===== config.mk =====
export PLATFORM = sky130hd
export DESIGN_NAME = div_unit
export DESIGN_NICKNAME = d
export VERILOG_FILES = /design/src/rtl/div_unit_pkg.sv /design/src/rtl/div_unit_step.sv /design/src/rtl/div_unit.sv
export SDC_FILE = /design/constraint.sdc
export NUM_CORES = 1
export LEC_CHECK = 0
export ABC_AREA = 1
export ABC_CLOCK_PERIOD_IN_PS = 5000
export CORE_ASPECT_RATIO = 1.2
export CORE_UTILIZATION = 55
export DETAILED_ROUTE_END_ITERATION = 8
export DONT_BUFFER_PORTS = 1
export HOLD_SLACK_MARGIN = 0.03
export PLACE_DENSITY = 0.7
export SETUP_SLACK_MARGIN = 0.3
export SLEW_MARGIN = 10
export SYNTH_ARGS = -nofsm -noshare
export SYNTH_HDL_FRONTEND = slang
export SYNTH_SLANG_ARGS = --single-unit

===== constraint.sdc =====
create_clock -name clk -period 5 [get_ports clk]
set_clock_uncertainty 0.1 [all_clocks]
set_input_delay 1 -clock clk [delete_from_list [all_inputs] [get_ports clk]]
set_output_delay 1 -clock clk [all_outputs]
set_load 0.02 [all_outputs]

===== src/rtl/div_unit_pkg.sv =====
// ============================================================================
// Module  : div_unit_pkg
// Purpose : Shared state encodings and handshake constants for div_unit.
// Rev     : 1.0
// ============================================================================
`default_nettype none

package div_unit_pkg;

    typedef enum logic [1:0] {
        DIV_FREE    = 2'b00,
        DIV_BY_ZERO = 2'b01,
        DIV_ON      = 2'b10,
        DIV_END     = 2'b11
    } div_state_e;

    localparam logic DIV_RESULT_READY     = 1'b1;
    localparam logic DIV_RESULT_NOT_READY = 1'b0;
    localparam logic DIV_START            = 1'b1;
    localparam logic DIV_STOP             = 1'b0;

endpackage

`default_nettype wire


===== src/rtl/div_unit_step.sv =====
// ============================================================================
// Module  : div_step
// Purpose : One restoring shift-subtract iteration on the {rem, quo} register.
// Rev     : 1.0
// ============================================================================
`default_nettype none

module div_step #(
    parameter int WIDTH = 32
) (
    input  logic [2*WIDTH:0] work_i,
    input  logic [WIDTH-1:0] divisor_i,
    output logic [2*WIDTH:0] work_o
);

    logic [WIDTH+1:0] rem_shift;
    logic [WIDTH:0]   diff;
    logic             fits;

    // Partial remainder shifted left with the next dividend bit pulled in.
    assign rem_shift = work_i[2*WIDTH:WIDTH-1];
    assign fits      = (rem_shift >= {2'b00, divisor_i});
    assign diff      = rem_shift[WIDTH:0] - {1'b0, divisor_i};

    always_comb begin
        if (fits) begin
            work_o = {diff, work_i[WIDTH-2:0], 1'b1};
        end else begin
            work_o = {rem_shift[WIDTH:0], work_i[WIDTH-2:0], 1'b0};
        end
    end

endmodule

`default_nettype wire


===== src/rtl/div_unit.sv =====
// ============================================================================
// Module  : div_unit
// Purpose : Multi-cycle signed/unsigned divider, result = {remainder, quotient}.
// Rev     : 1.0
// ============================================================================
`default_nettype none

module div_unit
    import div_unit_pkg::*;
#(
    parameter int WIDTH = 32
) (
    input  logic                 clk,
    input  logic                 rst,
    input  logic                 signed_div_i,
    input  logic [WIDTH-1:0]     opdata1_i,
    input  logic [WIDTH-1:0]     opdata2_i,
    input  logic                 start_i,
    input  logic                 annul_i,
    output logic [2*WIDTH-1:0]   result_o,
    output logic                 ready_o,
    output logic                 busy_o
);

    localparam int CNT_W = $clog2(WIDTH + 1);

    div_state_e          state_q, state_d;
    logic [CNT_W-1:0]    cnt_q, cnt_d;
    logic [2*WIDTH:0]    work_q, work_d;
    logic [WIDTH-1:0]    divisor_q, divisor_d;
    logic                neg_quo_q, neg_quo_d;
    logic                neg_rem_q, neg_rem_d;
    logic [2*WIDTH-1:0]  result_q, result_d;
    logic                ready_q, ready_d;
    logic                busy_q, busy_d;

    logic [2*WIDTH:0]    step_work;
    logic [WIDTH-1:0]    op1_mag, op2_mag, quo_raw, rem_raw, quo_fix, rem_fix;

    div_step #(.WIDTH(WIDTH)) u_step (
        .work_i    (work_q),
        .divisor_i (divisor_q),
        .work_o    (step_work)
    );

    assign op1_mag = (signed_div_i && opdata1_i[WIDTH-1]) ? -opdata1_i : opdata1_i;
    assign op2_mag = (signed_div_i && opdata2_i[WIDTH-1]) ? -opdata2_i : opdata2_i;
    assign quo_raw = step_work[WIDTH-1:0];
    assign rem_raw = step_work[2*WIDTH-1:WIDTH];
    assign quo_fix = neg_quo_q ? -quo_raw : quo_raw;
    assign rem_fix = neg_rem_q ? -rem_raw : rem_raw;

    always_comb begin
        state_d   = state_q;
        cnt_d     = cnt_q;
        work_d    = work_q;
        divisor_d = divisor_q;
        neg_quo_d = neg_quo_q;
        neg_rem_d = neg_rem_q;
        result_d  = result_q;
        ready_d   = ready_q;
        unique case (state_q)
            DIV_FREE: begin
                if (!annul_i && start_i == DIV_START) begin
                    if (opdata2_i == '0) begin
                        state_d = DIV_BY_ZERO;
                    end else begin
                        state_d   = DIV_ON;
                        cnt_d     = '0;
                        work_d    = {{(WIDTH+1){1'b0}}, op1_mag};
                        divisor_d = op2_mag;
                        neg_quo_d = signed_div_i & (opdata1_i[WIDTH-1] ^ opdata2_i[WIDTH-1]);
                        neg_rem_d = signed_div_i & opdata1_i[WIDTH-1];
                    end
                end
            end
            DIV_BY_ZERO: begin
                if (annul_i) begin
                    state_d = DIV_FREE;
                end else begin
                    state_d  = DIV_END;
                    result_d = '0;
                    ready_d  = DIV_RESULT_READY;
                end
            end
            DIV_ON: begin
                if (annul_i) begin
                    state_d = DIV_FREE;
                end else begin
                    work_d = step_work;
                    cnt_d  = cnt_q + CNT_W'(1);
                    // Last iteration: sign-correct the step output directly.
                    if (cnt_q == CNT_W'(WIDTH - 1)) begin
                        state_d  = DIV_END;
                        result_d = {rem_fix, quo_fix};
                        ready_d  = DIV_RESULT_READY;
                    end
                end
            end
            DIV_END: begin
                if (annul_i || start_i == DIV_STOP) begin
                    state_d  = DIV_FREE;
                    result_d = '0;
                    ready_d  = DIV_RESULT_NOT_READY;
                end
            end
            default: state_d = DIV_FREE;
        endcase
        busy_d = (state_d == DIV_ON) || (state_d == DIV_BY_ZERO);
    end

    always_ff @(posedge clk) begin
        if (!rst) begin
            state_q   <= DIV_FREE;
            cnt_q     <= '0;
            work_q    <= '0;
            divisor_q <= '0;
            neg_quo_q <= 1'b0;
            neg_rem_q <= 1'b0;
            result_q  <= '0;
            ready_q   <= DIV_RESULT_NOT_READY;
            busy_q    <= 1'b0;
        end else begin
            state_q   <= state_d;
            cnt_q     <= cnt_d;
            work_q    <= work_d;
            divisor_q <= divisor_d;
            neg_quo_q <= neg_quo_d;
            neg_rem_q <= neg_rem_d;
            result_q  <= result_d;
            ready_q   <= ready_d;
            busy_q    <= busy_d;
        end
    end

    assign result_o = result_q;
    assign ready_o  = ready_q;
    assign busy_o   = busy_q;

endmodule

`default_nettype wire

# Word level (Yosys, flattened, before mapping)
# Index checks and enable logic that the tools add are counted.
# totals
register_bits	173
in_bits	69
output_inout_bits	66
elab_cells	76
# classes
n_addsub	6
order_cmp	1
eq_ne	12
muxes	30
bitwise	5
reduce_logical	13
# op_table
op	count
$mux W65	4
$mux W64	4
$pmux W64 S3	1
$pmux W65 S2	1
$mux W32	4
$neg A32 Y32	4
$ge A34 B32 Y1	1
$sub A33 B32 Y33	1
$logic_not A32 Y1	1
$mux W6	3
$mux W2	6
$ne A2 B2 Y1 const B	6
$pmux W6 S2	1
$pmux W2 S4	1
$add A6 B1 Y6 const B	1
$eq A2 B2 Y1 const B	3
$eq A6 B5 Y1 const B	1
$reduce_and A5 Y1	1
$eq A2 B1 Y1 const B	2
$mux W1	4
$reduce_and A4 Y1	1
$logic_and A1 B1 Y1	3
$pmux W1 S3	1
$reduce_and A3 Y1	1
other kinds (8)	11

# Longest topological paths before layout
# logic_depth
ltp_word	7
depth_mapped	28
depth_no_buf	27

# Cells and area by module
# Synthesis repeated with hierarchy kept, for this count alone.
# hier_totals
cells_unflattened	2385
hier_area_um2	13987.2
# modules_own_cells
mod	n_inst	cells_each	area_each_um2	seq_area_each_um2
div_unit	1	1654	10466.3	3463.3
div_step	1	731	3520.9	0.0

# Worst setup path before layout
# OpenSTA, ideal clock, no wires.
# synth_timing
path_type	reg-to-reg
start	register work_q[31]
end	register result_q[26], in the netlist result_o[26]
setup_ns	0.132
t_arrival_ns	3.584
required_time_ns	4.768
setup_slack_ns	1.184
path_stages_with_launch	26
n_path_buf	1
synth_period_minus_slack_ns	3.816
cell_sequence	dfxtp_1 -> inv_1 -> ha_1 -> inv_1 -> fa_1 -> nand3_1 -> nand3_2 -> nand2_1 -> nand2_2 -> nand2_4 -> nand2_8 -> inv_4 -> buf_6 -> ha_1 -> inv_1 -> nor3_1 -> nand2_1 -> nor3_1 -> inv_1 -> nor3_1 -> nand4_1 -> o21ai_0 -> o21ai_0 -> or2_2 -> nand3_1 -> a21oi_1
# synth_via
elab_chain_cells	7
# synth_lines
item	line_no	text
from (decl)	div_unit.sv:29	logic [2*WIDTH:0] work_q, work_d;
from (signal assigned)	div_unit.sv:126	work_q <= work_d;
$ge A34 B32 Y1	div_unit_step.sv:22	assign fits = (rem_shift >= {2'b00, divisor_i});
$mux W65	div_unit_step.sv:26	if (fits) begin
$neg A32 Y32	div_unit.sv:50	assign quo_fix = neg_quo_q ? -quo_raw : quo_raw;
$mux W32	div_unit.sv:50	
$mux W64	div_unit.sv:93	if (cnt_q == CNT_W'(WIDTH - 1)) begin
$mux W64	div_unit.sv:87	if (annul_i) begin
$pmux W64 S3	div_unit.sv:62	unique case (state_q)
to (signal assigned)	div_unit.sv:130	result_q <= result_d;
to (decl)	div_unit.sv:33	logic [2*WIDTH-1:0] result_q, result_d;
# Every way passes these cells. The select of a mux whose other input is x is not followed.
# A chain may end at the register's enable or synchronous reset.

# Worst setup path after layout
# Ends and elaborated chain as after synthesis.

==> impl_metrics.toml <==
[run_status]
outcome = "complete, no violations"

[route]
via_count = 13200
viasPerCell = 5.80
drt-wirelength-per-cell_um = 18.4
wl_um = 41700
ant_nets = 0
drt-initial-drc-count = 906
drtPass1Iterations = 6
drc = 0

[grt]
grt_pass1_wl_um = 65500
grt_pass1_vias = 12300
grt_overflow = 0
grt_max_degree = 60
antenna_found_initial = 2
grt_use_total_pct = 35.7

[clock_network]
clock_sinks = 173
clockBufferDepth = 2
clock-root-buffer = "clkbuf_16"
clkTransAtPathRegs_ns = 0.07
tritoncts.num_buffers = 17
h-tree-depth = 4
clkLatencyLatePin_ns = 0.45
cts_tree = "done"

[finish]
fillers = 2296
seqCellArea_um2 = 3460
multi_input_comb_area_um2 = 7850
area_delta_synth_final_pct = 5.55
nets = 2083
drive_gt1_share_pct = 8.40
fin_util_pct = 59.1

[logic_synthesis]
synth-edff-count = 0
ys_warn_count = 0
ys_seq_area_share_pct = 27.6
synth_seq_cells = 173
syn_avg_cell_area_um2 = 6.22
ys_async_sr_fraction_pct = 0
syn_nets = 2126
synth_ff_type = "dfxtp_1"
synth_area_um2 = 12600
netlist_instances = 2019
yosysUniqueCellTypes = 55

[sta]
setup_violations = 0
worst_hold_slack_ns = 0.369
rsz0062_at_grt = "no"
max_freq_mhz = 234
slew_viol_final = 0
tightestPinTransition_ns = 0.950
hold_viol = 0
relSlewSlack_pct = 36.6
period_minus_slack_ns = 4.28
tns_ns = 0
post-route-period-util_pct = 85.5

[worst_setup_path]
startpoint_type = "register"
cp.arrival_ns = 4.49
cp_max_fo = 17
critPathRequiredTime_ns = 5.22
end_kind = "register"
worstSetupPathType = "register to register"

[place]
hpwl_um = 32300
routabilityCongestion = 0.960
port_buffers = 0

[floorplanning]
rows = 60
start_util_pct = 56.0
io_pins = 135
die_h_um = 168
fp.coreArea_um2 = 22400
die_area_um2 = 23500
die_w_um = 140

[pwr]
vdd_drop_max_mv = 0.264
leakagePower_nw = 6.07
power_density_nw_per_um2 = 368

[run]
drv_cap = 0

[hold_path]
worstHoldPathType = "register to register"
## metal layers
metal / wire [µm] / GRT usage (%) / vias to the layer above
met4: 2090 / 18.5 / 0
met5: 0 / 0 / -
met2: 20700 / 63.7 / 426
li1: - / - / 6546
met1: 16800 / 40.9 / 6068
met3: 2090 / 5.69 / 117
## registers in the layout, indices dropped and copies added (netlist names)
register   flops
ready_o        1
cnt_q          6
busy_o         1
divisor_q     32
neg_quo_q      1
work_q        65
state_q        2
result_o      64
neg_rem_q      1
## report_power, final
group / leakage, nW / total, mW / switching, mW / internal [mW]
combinational: 4.38 / 1.99 / 1.39 / 0.601
sequential: 1.41 / 1.54 / 0.0860 / 1.45
clock: 0.279 / 1.35 / 0.685 / 0.666
total: 6.07 / 4.88 / 2.16 / 2.72
## worst paths after layout
kind | from | to | slack [ns] | depth (start not counted)
max | work_q[31]$_SDFFE_PN0P_ | result_o[26]$_SDFFE_PN0P_ | 0.72 | 24
min | work_q[64]$_SDFFE_PN0P_ | work_q[64]$_SDFFE_PN0P_ | 0.37 | 2
max reg2reg | work_q[31]$_SDFFE_PN0P_ | result_o[26]$_SDFFE_PN0P_ | 0.72 | 24
min reg2reg | work_q[64]$_SDFFE_PN0P_ | work_q[64]$_SDFFE_PN0P_ | 0.37 | 2
## worst max-delay path, cell delays in order (launching register included)
cell and delay [ns]:
dfxtp_1 0.31, inv_1 0.07, ha_1 0.16, inv_1 0.09, fa_1 0.43, nand3_1 0.14, nand3_2 0.13, nand2_1 0.10
nand2_2 0.08, nand2_4 0.23, nand2_8 0.08, inv_4 0.15, ha_1 0.20, inv_1 0.07, nor3_2 0.18, nand2_1 0.11
nor3_1 0.20, inv_1 0.10, nor3_2 0.22, nand4_1 0.15, o21ai_0 0.22, o21ai_0 0.16, or2_2 0.31, nand3_1 0.08
a21oi_1 0.09
## cells in the mapped netlist, drive strengths merged, types with 5 or more instances
master / count / area (µm²)
o211ai: 5 / 37.5
xor2: 34 / 298
clkbuf: 57 / 214
ha: 37 / 463
a31oi: 9 / 56.3
nand3: 165 / 908
buf: 21 / 163
o22ai: 14 / 87.6
nor3: 34 / 185
nand4: 26 / 163
inv: 234 / 881
or2: 17 / 106
nor4: 8 / 65.1
o21ai: 159 / 803
nor2: 193 / 828
o21bai: 8 / 60.1
a21oi: 232 / 1190
clkinv: 5 / 18.8
xnor2: 14 / 123
dfxtp: 173 / 3460
a211oi: 8 / 60.1
nand3b: 7 / 52.6
nand2: 538 / 2150
## layout make-up
cell class | count | area share (%)
Tap cell | 279 | 2.63
Clock inverter | 15 | 1.12
Sequential cell | 173 | 26.1
Inverter | 239 | 6.79
Timing Repair Buffer | 16 | 0.934
Multi-Input combinational cell | 1529 | 59.2
Antenna cell | 1 | 0.0189
Clock buffer | 17 | 3.21
## stage by stage
step           worst slack [ns]  total power [mW]  instances  area, µm²
6_report                  0.723              4.88       2269      13300
2_1_floorplan              1.18              3.08       2019      12600
3_3_place_gp              0.707              3.50       2236      12700
4_1_cts                   0.582              4.85       2268      13200
3_5_place_dp              0.607              3.51       2236      12700
5_1_grt                   0.360              5.18       2268      13300
## cell usage in the layout, fill, tap and decap left out, types with 32 or more instances in the layout
master and count:
nor2_1 168, dfxtp_1 173, inv_1 225, nand3_1 150, xor2_1 34, a21oi_1 225, o21ai_0 148, nand2_1 500
ha_1 37, nand2_2 32
## timing repair
item / CTS / global route
setup buffers: 0 / 0
hold buffers: 0 / 0
setup endpoints to repair: 0 / 9
resized for setup: 0 / 3
## cell families after synthesis
| family | count (synthesis) | synth area share, % |
|---|---|---|
| AND/OR/NAND/NOR | 994 | 35.9 |
| AO/OA/AOI/OAI | 449 | 19.2 |
| buffers and inverters | 317 | 10.2 |
| flip-flops | 173 | 27.6 |
| XOR/XNOR | 48 | 3.35 |
| adder cells (fa/ha/maj) | 38 | 3.84 |
Power figures use the tool's default switching activity.
